--- src/rtl/spi_ram_pkg.sv ---
// Shared command codes and FSM state encoding for the SPI-to-RAM command controller.
package spi_ram_pkg;

    localparam logic [1:0] CMD_WR_ADDR = 2'b00;
    localparam logic [1:0] CMD_WR_DATA = 2'b01;
    localparam logic [1:0] CMD_RD_ADDR = 2'b10;
    localparam logic [1:0] CMD_RD_DATA = 2'b11;

    typedef enum logic [1:0] {
        IDLE    = 2'd0,
        SPI_OP  = 2'd1,
        RD_CAPT = 2'd2
    } state_t;

endpackage

--- src/rtl/spi_ram_mem.sv ---
// Single-port synchronous RAM, read-first, registered dout; contents are never reset.
module spi_ram_mem #(
    parameter int MEM_DEPTH = 256,
    parameter int ADDR_SIZE = 8
) (
    input  logic                 clk,
    input  logic                 en,
    input  logic                 we,
    input  logic [ADDR_SIZE-1:0] addr,
    input  logic [ADDR_SIZE-1:0] din,
    output logic [ADDR_SIZE-1:0] dout
);

    logic [ADDR_SIZE-1:0] mem_array [MEM_DEPTH];

    always_ff @(posedge clk) begin
        if (en) begin
            if (we) begin
                mem_array[addr] <= din;
            end
            dout <= mem_array[addr];
        end
    end

endmodule

--- src/rtl/spi_ram_ctrl.sv ---
// SPI command controller sharing one RAM with a local host port, SPI has priority.
// Define SPI_RAM_AUTOINC_EN to post-increment wr_addr/rd_addr after each data op.
module spi_ram_ctrl
    import spi_ram_pkg::*;
#(
    parameter int MEM_DEPTH = 256,
    parameter int ADDR_SIZE = 8
) (
    input  logic                 clk,
    input  logic                 rst_n,
    input  logic                 rx_valid,
    input  logic [ADDR_SIZE+1:0] rx_data,
    output logic                 tx_valid,
    output logic [ADDR_SIZE-1:0] tx_data,
    input  logic                 host_req,
    input  logic                 host_we,
    input  logic [ADDR_SIZE-1:0] host_addr,
    input  logic [ADDR_SIZE-1:0] host_wdata,
    output logic                 host_gnt,
    output logic                 host_rvalid,
    output logic [ADDR_SIZE-1:0] host_rdata,
    output logic                 cmd_ovf
);

    state_t               state_reg, state_next;
    logic                 spi_pend_reg;
    logic [1:0]           pend_cmd_reg;
    logic [ADDR_SIZE-1:0] pend_payload_reg;
    logic [ADDR_SIZE-1:0] wr_addr_reg, rd_addr_reg;
    logic                 tx_valid_reg, host_rvalid_reg, cmd_ovf_reg;
    logic [ADDR_SIZE-1:0] tx_data_reg;

    logic                 mem_en, mem_we;
    logic [ADDR_SIZE-1:0] mem_addr, mem_din, mem_dout;

    logic [1:0]           rx_cmd;
    logic [ADDR_SIZE-1:0] rx_payload;
    logic                 busy, rx_accept, data_op_accept, spi_wr_op, spi_rd_op;

    assign rx_cmd     = rx_data[ADDR_SIZE+1:ADDR_SIZE];
    assign rx_payload = rx_data[ADDR_SIZE-1:0];

    // Any SPI op still pending or in flight makes a new command an overflow.
    assign busy           = spi_pend_reg | (state_reg != IDLE);
    assign rx_accept      = rx_valid & ~busy;
    assign data_op_accept = rx_accept & ((rx_cmd == CMD_WR_DATA) | (rx_cmd == CMD_RD_DATA));
    assign spi_wr_op      = (state_reg == SPI_OP) & (pend_cmd_reg == CMD_WR_DATA);
    assign spi_rd_op      = (state_reg == SPI_OP) & (pend_cmd_reg == CMD_RD_DATA);

    // A data op jumps straight to SPI_OP so the RAM is accessed on the following edge.
    always_comb begin
        state_next = state_reg;
        host_gnt   = 1'b0;
        mem_en     = 1'b0;
        mem_we     = 1'b0;
        mem_addr   = host_addr;
        mem_din    = host_wdata;
        case (state_reg)
            IDLE: begin
                host_gnt = host_req & ~spi_pend_reg;
                if (host_gnt) begin
                    mem_en = 1'b1;
                    mem_we = host_we;
                end
                if (data_op_accept | spi_pend_reg) begin
                    state_next = SPI_OP;
                end
            end
            SPI_OP: begin
                mem_en     = 1'b1;
                mem_we     = spi_wr_op;
                mem_addr   = spi_wr_op ? wr_addr_reg : rd_addr_reg;
                mem_din    = pend_payload_reg;
                state_next = spi_wr_op ? IDLE : RD_CAPT;
            end
            RD_CAPT: state_next = IDLE;
            default: state_next = IDLE;
        endcase
    end

    always_ff @(posedge clk or negedge rst_n) begin
        if (!rst_n) begin
            state_reg        <= IDLE;
            spi_pend_reg     <= 1'b0;
            pend_cmd_reg     <= CMD_WR_ADDR;
            pend_payload_reg <= '0;
        end else begin
            state_reg <= state_next;
            if (data_op_accept) begin
                spi_pend_reg     <= 1'b1;
                pend_cmd_reg     <= rx_cmd;
                pend_payload_reg <= rx_payload;
            end else if (state_reg == SPI_OP) begin
                spi_pend_reg <= 1'b0;
            end
        end
    end

    localparam logic [ADDR_SIZE-1:0] ADDR_ONE = 1;

    // Address loads take precedence over the post-increment; the add wraps naturally.
    always_ff @(posedge clk or negedge rst_n) begin
        if (!rst_n) begin
            wr_addr_reg <= '0;
            rd_addr_reg <= '0;
        end else begin
            if (rx_accept && rx_cmd == CMD_WR_ADDR) begin
                wr_addr_reg <= rx_payload;
            end
`ifdef SPI_RAM_AUTOINC_EN
            else if (spi_wr_op) begin
                wr_addr_reg <= wr_addr_reg + ADDR_ONE;
            end
`endif
            if (rx_accept && rx_cmd == CMD_RD_ADDR) begin
                rd_addr_reg <= rx_payload;
            end
`ifdef SPI_RAM_AUTOINC_EN
            else if (spi_rd_op) begin
                rd_addr_reg <= rd_addr_reg + ADDR_ONE;
            end
`endif
        end
    end

    always_ff @(posedge clk or negedge rst_n) begin
        if (!rst_n) begin
            tx_valid_reg    <= 1'b0;
            tx_data_reg     <= '0;
            host_rvalid_reg <= 1'b0;
            cmd_ovf_reg     <= 1'b0;
        end else begin
            if (state_reg == RD_CAPT) begin
                tx_valid_reg <= 1'b1;
                tx_data_reg  <= mem_dout;
            end else if (rx_valid) begin
                tx_valid_reg <= 1'b0;
            end
            host_rvalid_reg <= host_gnt & ~host_we;
            cmd_ovf_reg     <= rx_valid & busy;
        end
    end

    spi_ram_mem #(
        .MEM_DEPTH(MEM_DEPTH),
        .ADDR_SIZE(ADDR_SIZE)
    ) u_mem (
        .clk (clk),
        .en  (mem_en),
        .we  (mem_we),
        .addr(mem_addr),
        .din (mem_din),
        .dout(mem_dout)
    );

    assign tx_valid    = tx_valid_reg;
    assign tx_data     = tx_data_reg;
    assign host_rvalid = host_rvalid_reg;
    // RAM dout is unreset, so expose it only while the read is valid.
    assign host_rdata  = host_rvalid_reg ? mem_dout : '0;
    assign cmd_ovf     = cmd_ovf_reg;

endmodule

--- config.mk ---
export PLATFORM = sky130hd
export DESIGN_NAME = spi_ram_ctrl
export DESIGN_NICKNAME = d
export VERILOG_FILES = /design/src/rtl/spi_ram_pkg.sv /design/src/rtl/spi_ram_mem.sv /design/src/rtl/spi_ram_ctrl.sv
export SDC_FILE = /design/constraint.sdc
export NUM_CORES = 2
export LEC_CHECK = 0
export BUFFER_PORTS_ARGS = -buffer_cell sky130_fd_sc_hd__buf_2
export CORE_ASPECT_RATIO = 0.5
export CORE_MARGIN = 3
export CORE_UTILIZATION = 50
export DETAILED_ROUTE_END_ITERATION = 10
export PLACE_DENSITY_LB_ADDON = 0.12
export SETUP_SLACK_MARGIN = 0.15
export SLEW_MARGIN = 20
export SYNTH_ARGS = -nofsm -noshare
export SYNTH_HDL_FRONTEND = slang
export SYNTH_HIERARCHICAL = 1
export SYNTH_SLANG_ARGS = --single-unit
--- constraint.sdc ---
create_clock -name clk -period 4.9 [get_ports clk]
set_clock_uncertainty 0.1 [all_clocks]
set_input_delay 0.735 -clock clk [delete_from_list [all_inputs] [get_ports clk]]
set_output_delay 0.735 -clock clk [all_outputs]
set_load 0.01 [all_outputs]
# Yosys cells after proc, flatten, opt, wreduce, memory -nomap -nowiden
# Memory sizes are Yosys's and may differ from the RTL's. A register that Yosys moved wholly into a read port is not among the register bits.
# Index checks and enable logic that the tools add are counted.
# word_totals
register_bits,40
latchBits,0
ram_bits,2048
mem_bits_ro,0
inputBits,31
out_inout_bits,20
memories,1
# memory_table
name,depth,width,read_ports,rd_clocked_by_memory_dff,write_ports,line,rtl
u_mem.mem_array,256,8,1,1,1,spi_ram_mem.sv:14,logic [ADDR_SIZE-1:0] mem_array [MEM_DEPTH];
# op_classes
addsub,0
multipliers,0
div,0
n_lt_le_gt_ge,0
eq_ne,7
shift,0
n_mux,19
bitwise_logic,12
reduce_logical,7
# ops
op,n
two-way mux 8 bit,4
two-way mux 1 bit,10
bitwise AND 1 bit,6
== test 2 x 1 -> 1 bit (second input constant),3
== test 2 bit (second input constant),3
nonzero test 2 bit,3
logical NOT 2 bit,2
two-way mux 2 bit,2
one-hot mux 1 bit (2 select lines),2
one-hot mux 2 bit (2 select lines),1
inverter 1 bit,3
bitwise OR 1 bit,3
logical AND 1 bit,2
inequality test 2 bit (second input constant),1

# Depth between registers and ports, before layout
# logic_depth
depth_word,8
ltp_mapped,14
ltp_nobuf,8

# Cells and area by module
# Netlist, hierarchy kept.
# by_module_without_submodules
module,n_inst,cells_per_inst,area_per_inst_um2,seq_area_each_um2
spi_ram_mem,1,3525,78363.9,61739.2
spi_ram_ctrl,1,143,1838.0,1001.0

# Least setup slack after synthesis
# Ideal clock, no wire load.
# synth_timing
kind,register to register
start,register state_reg[1]
end,memory u_mem.mem_array[105][0] (enable)
setup_ns,0.370
arrival_ns,3.042
t_required_ns,4.430
slack_ns,1.388
stages_incl_launch_ff,14
n_path_buf,7
period_less_slack_ns,3.512
path_cell_list,dfrtp_1 > nand2b_1 > buf_2 > clkbuf_1 > nand2_1 > o21ai_0 > clkbuf_1 > buf_4 > buf_4 > buf_2 > nor3b_1 > nand2_1 > clkbuf_1 > nor2_1
# synth_via
elab_cells_between_ends,10
classes_between,eq/ne (1); mux (7); bitwise (1); reduce/logical (1)
# synth_lines
item,line,rtl
start: declaration,spi_ram_ctrl.sv:25,"state_t state_reg, state_next;"
start signal: assignment,spi_ram_ctrl.sv:88,state_reg <= state_next;
== test 2 x 1 -> 1 bit *,"spi_ram_ctrl.sv:47, spi_ram_ctrl.sv:58",
bitwise AND 1 bit,spi_ram_ctrl.sv:47,assign spi_wr_op = (state_reg == SPI_OP) & (pend_cmd_reg == CMD_WR_DATA);
two-way mux 8 bit,spi_ram_ctrl.sv:72,mem_addr = spi_wr_op ? wr_addr_reg : rd_addr_reg;
two-way mux 8 bit *,spi_ram_ctrl.sv:58,case (state_reg)
net mem_addr[0],spi_ram_ctrl.sv:34,"logic [ADDR_SIZE-1:0] mem_addr, mem_din, mem_dout;"
end: declaration,spi_ram_mem.sv:14,
# Mark *: on every way through the listed nets, which the timed path passes. The rest lies on a longest branch.

# Worst setup path after layout
# layout_timing
start,register state_reg[1]
end,memory u_mem.mem_array[108][0] (enable)
# Same word-level chain as after synthesis.

==> summary.md <==
| Metric | Value |
|---|---|
| Sw frac | a little over 30% |
| Worst slew pin tran | 1120 ps |
| Critical path peak fanout | 21 |
| Placeable Area | between 0.15 and 0.2 mm² |
| Synth Register Bits | between 2000 and 2500 |
| CP Class | reg -> reg |
| Yosys cell types | 30 |
| Maximum VDD drop | 0.430 mV |
| Number of antenna violations at the first check in global routing | 14 |
| Worst reg2reg path endpoint | u_mem/mem_array[108][0] |
| CP endpoint | u_mem/mem_array[108][0] |
| CTS tree | built |
| Final nets | between 3000 and 4000 |
| Sequential fraction of the synthesis area | 78.2% |
| Total track usage | 24.4% |
| Max stage delay on crit path | 920 ps |
| Type of the tightest min-delay check | in -> reg |
| Final core utilization | 57.3% |
| Initial DRC Count | 5015 |
| Beginning of the critical path | state_reg[1] |
| Hold wc startpoint | rx_data[3] |
| Drt first pass iters | 5 |
| Number of remaining DRC errors | 0 |
| Critical path arrival | 4950 ps |
| CP Launch Type | flop |
| Sink Count | 2096 |
| IO Count | 51 |
| Syn Inst Count | 3668 |
| Die Ht | 289 µm |
| Cell Rows | 103 |
| Effective utilization at floorplan | roughly 51% |
| Commonest non-fill, non-tap cell in the layout | edfxtp_1 |
| Root buffer selected by CTS | clkbuf_16 |
| Comb power frac | 28.2% |
| Worst EP required | 5230 ps |
| First-pass GRT wire length | approximately 290000 µm |
| Via count | 39100 |
| Mean post-synth cell area | 21.9 µm² |
| Worst-skew pair later-pin latency | 820 ps |
| Setup slack, reg-to-reg | 280 ps |
| Top delay family on crit path | simple AND/OR/NAND/NOR gates |
| Max-slew headroom | between 20% and 30% |
| Metal2 WL | 91300 µm |
| Die area | 0.166 mm² |
| Grt ovf | 0 |
| DRT Wirelength | 201000 µm |
| Hold WS | 97.5 ps |
| Buffers plus inverters on the worst setup path | 2 |
| Cell-internal power | 35.0 mW |
| Vias in the first global route | 38900 |
| Power per cell area | 556 mW/mm² |
| Yosys Warn Count | 6 |
| Layout Area Growth over Synthesis | 13.3% |
| Die X | 572 µm |
| Cts bufs inserted | around 190 |
| Final Cycle Share | 94.3% |
| Max FFs per register | just over 2000 |
| Via density | approximately 6.3 |
| Net Switching | 15.5 mW |
| Placer Congestion | 0.816 |
| CTS Buffer Depth | 4 |
| Crit path cell chain | nand2b_2 > buf_12 > o21ai_1 > buf_4 > nor2b_1 > nand2_1 > nor2_1 |
| Tmin final | 4620 ps |
| RSZ-0062 raised after global routing | no |
| Max Cap Viol | 0 |
| CP max-delay cell | nor2b_1 |
| Final Max Tran Viols | 0 |
| Most flops, register | u_mem/mem_array |
| Fmax | 0.217 GHz |
| Top Metal Used | met5 |
| Largest net degree at the start of global routing | 157 |
| Worst-path clk slew | roughly 60 ps |
| Drt wl/cell | ~32 µm |
| Met1 wire length | 84200 µm |
| Leak Pwr | 28.2 nW |
| Stages on the worst setup path | 7 |
| IO Port Bufs | 50 |
| Share of cells above drive strength 1 | 28.6% |
| Post-synthesis cell area | between 0.08 and 0.09 mm² |
| Worst setup EP type | flop |
| Worst R2R Path Depth | 7 |
| Post-synth net total | 3699 |
| Antenna viol nets, final | 0 |
| Most frequent cells in the layout | edfxtp_1, mux4_2, nor2_1 |
| Met3 routed WL | 21000 µm |
| Outcome | finished clean |
| Fin. Hold Viols | 0 |
| HPWL Detailed | roughly 120000 µm |
| Final setup fails | 0 |
| Clk network pwr share | 28.3% |
| CTS H-tree depth | 4 |
| Part of the power in registers | 43.5% |
| Critical R2R Launch | state_reg[1] |
per-stage QoR:
stage / TNS [ps] / worst slack [ps] / total power, mW / instances / cell area (µm²)
6_report: 0 / 282 / 50.5 / 6198 / 90900
4_1_cts: 0 / 162 / 50.9 / 6192 / 90800
2_1_floorplan: 0 / 1390 / 31.0 / 3668 / 80200
3_3_place_gp: -1840 / -869 / 36.4 / 5865 / 84900
3_5_place_dp: -21.6 / -21.6 / 36.6 / 5868 / 84900
5_1_grt: 0 / 155 / 52.4 / 6198 / 90900
worst reg2reg max path, delay by kind of cell (launching register included):
kind                   cells  cell delay, ps
and+or+nand+nor            4            3000
DFF                        1             440
buffers and inverters      2             550
AOI/OAI and AO/OA          1             170
cells in the mapped netlist, drive strengths merged:
| cell | number | area [µm²] |
|---|---|---|
| edfxtp | 2056 | 61700 |
| mux4 | 512 | 11500 |
| nor2 | 261 | 980 |
| a22oi | 256 | 1920 |
| clkbuf | 146 | 548 |
| a21oi | 129 | 646 |
| buf | 85 | 479 |
| nand2 | 44 | 170 |
| mux2 | 41 | 462 |
| dfrtp | 40 | 1000 |
| o41ai | 32 | 280 |
| and2 | 10 | 62.6 |
| o21ai | 10 | 50.1 |
| mux2i | 8 | 80.1 |
| nand4 | 8 | 50.1 |
| nor2b | 8 | 50.1 |
| nand2b | 5 | 31.3 |
| nand3 | 5 | 25.0 |
| nor3 | 3 | 15.0 |
| inv | 2 | 7.51 |
| nor3b | 2 | 15.0 |
| and4 | 1 | 8.76 |
| nand3b | 1 | 11.3 |
| nor4b | 1 | 23.8 |
| or2 | 1 | 6.26 |
| or2b | 1 | 7.51 |
power groups by stage:
stage	sequential [mW]	combinational (mW)	clock, mW
after CTS	22.0	14.3	14.6
after global routing	22.0	15.1	15.3
after detailed placement	22.4	14.2	0
after floorplan	22.5	8.48	0
final	22.0	14.3	14.3
after global placement	22.4	14.0	0
cell families (layout without fill, tap and decap cells):
group                  after synthesis  count (layout)  share of synthesized area [%]
DFF                               2096            2096                           78.2
muxes                              561             561                           15.1
AOI/OAI and AO/OA                  427             427                           3.61
and+or+nand+nor                    351             351                           1.82
buffers and inverters              233             662                           1.29
other                                0               1                              0
metal layers:
metal	global-route usage [%]	up-vias
met1	36.6	21100
met4	5.30	4
li1	-	16100
met3	7.06	248
met2	36.0	1736
met5	0	-
cell type report:
class	count	area, µm²
tap	2100	2630
clock inverter	88	830
fill	11500	67600
timing repair buffer	338	3000
antenna	1	2.50
multi-input combinational	1339	16800
clock buffer	234	4940
inverter	2	7.51
sequential	2096	62700
worst min-delay path by stage:
stage          slack [ps]  depth (start not counted)             endpoint
6_report              100                          2       wr_addr_reg[3]
5_1_grt                70                          2       wr_addr_reg[3]
4_1_cts                40                          1  pend_payload_reg[2]
3_5_place_dp          380                          1      pend_cmd_reg[0]
3_3_place_gp          390                          1       wr_addr_reg[7]
2_1_floorplan         340                          0              cmd_ovf
repair_timing:
item	CTS	global route
hold buffers	2	1
setup buffers	0	1
endpoints found under the setup margin	5	12
resized for setup	5	5
pin swaps	0	1
hold endpoints to repair	2	40
Power figures use the tool's default switching activity.
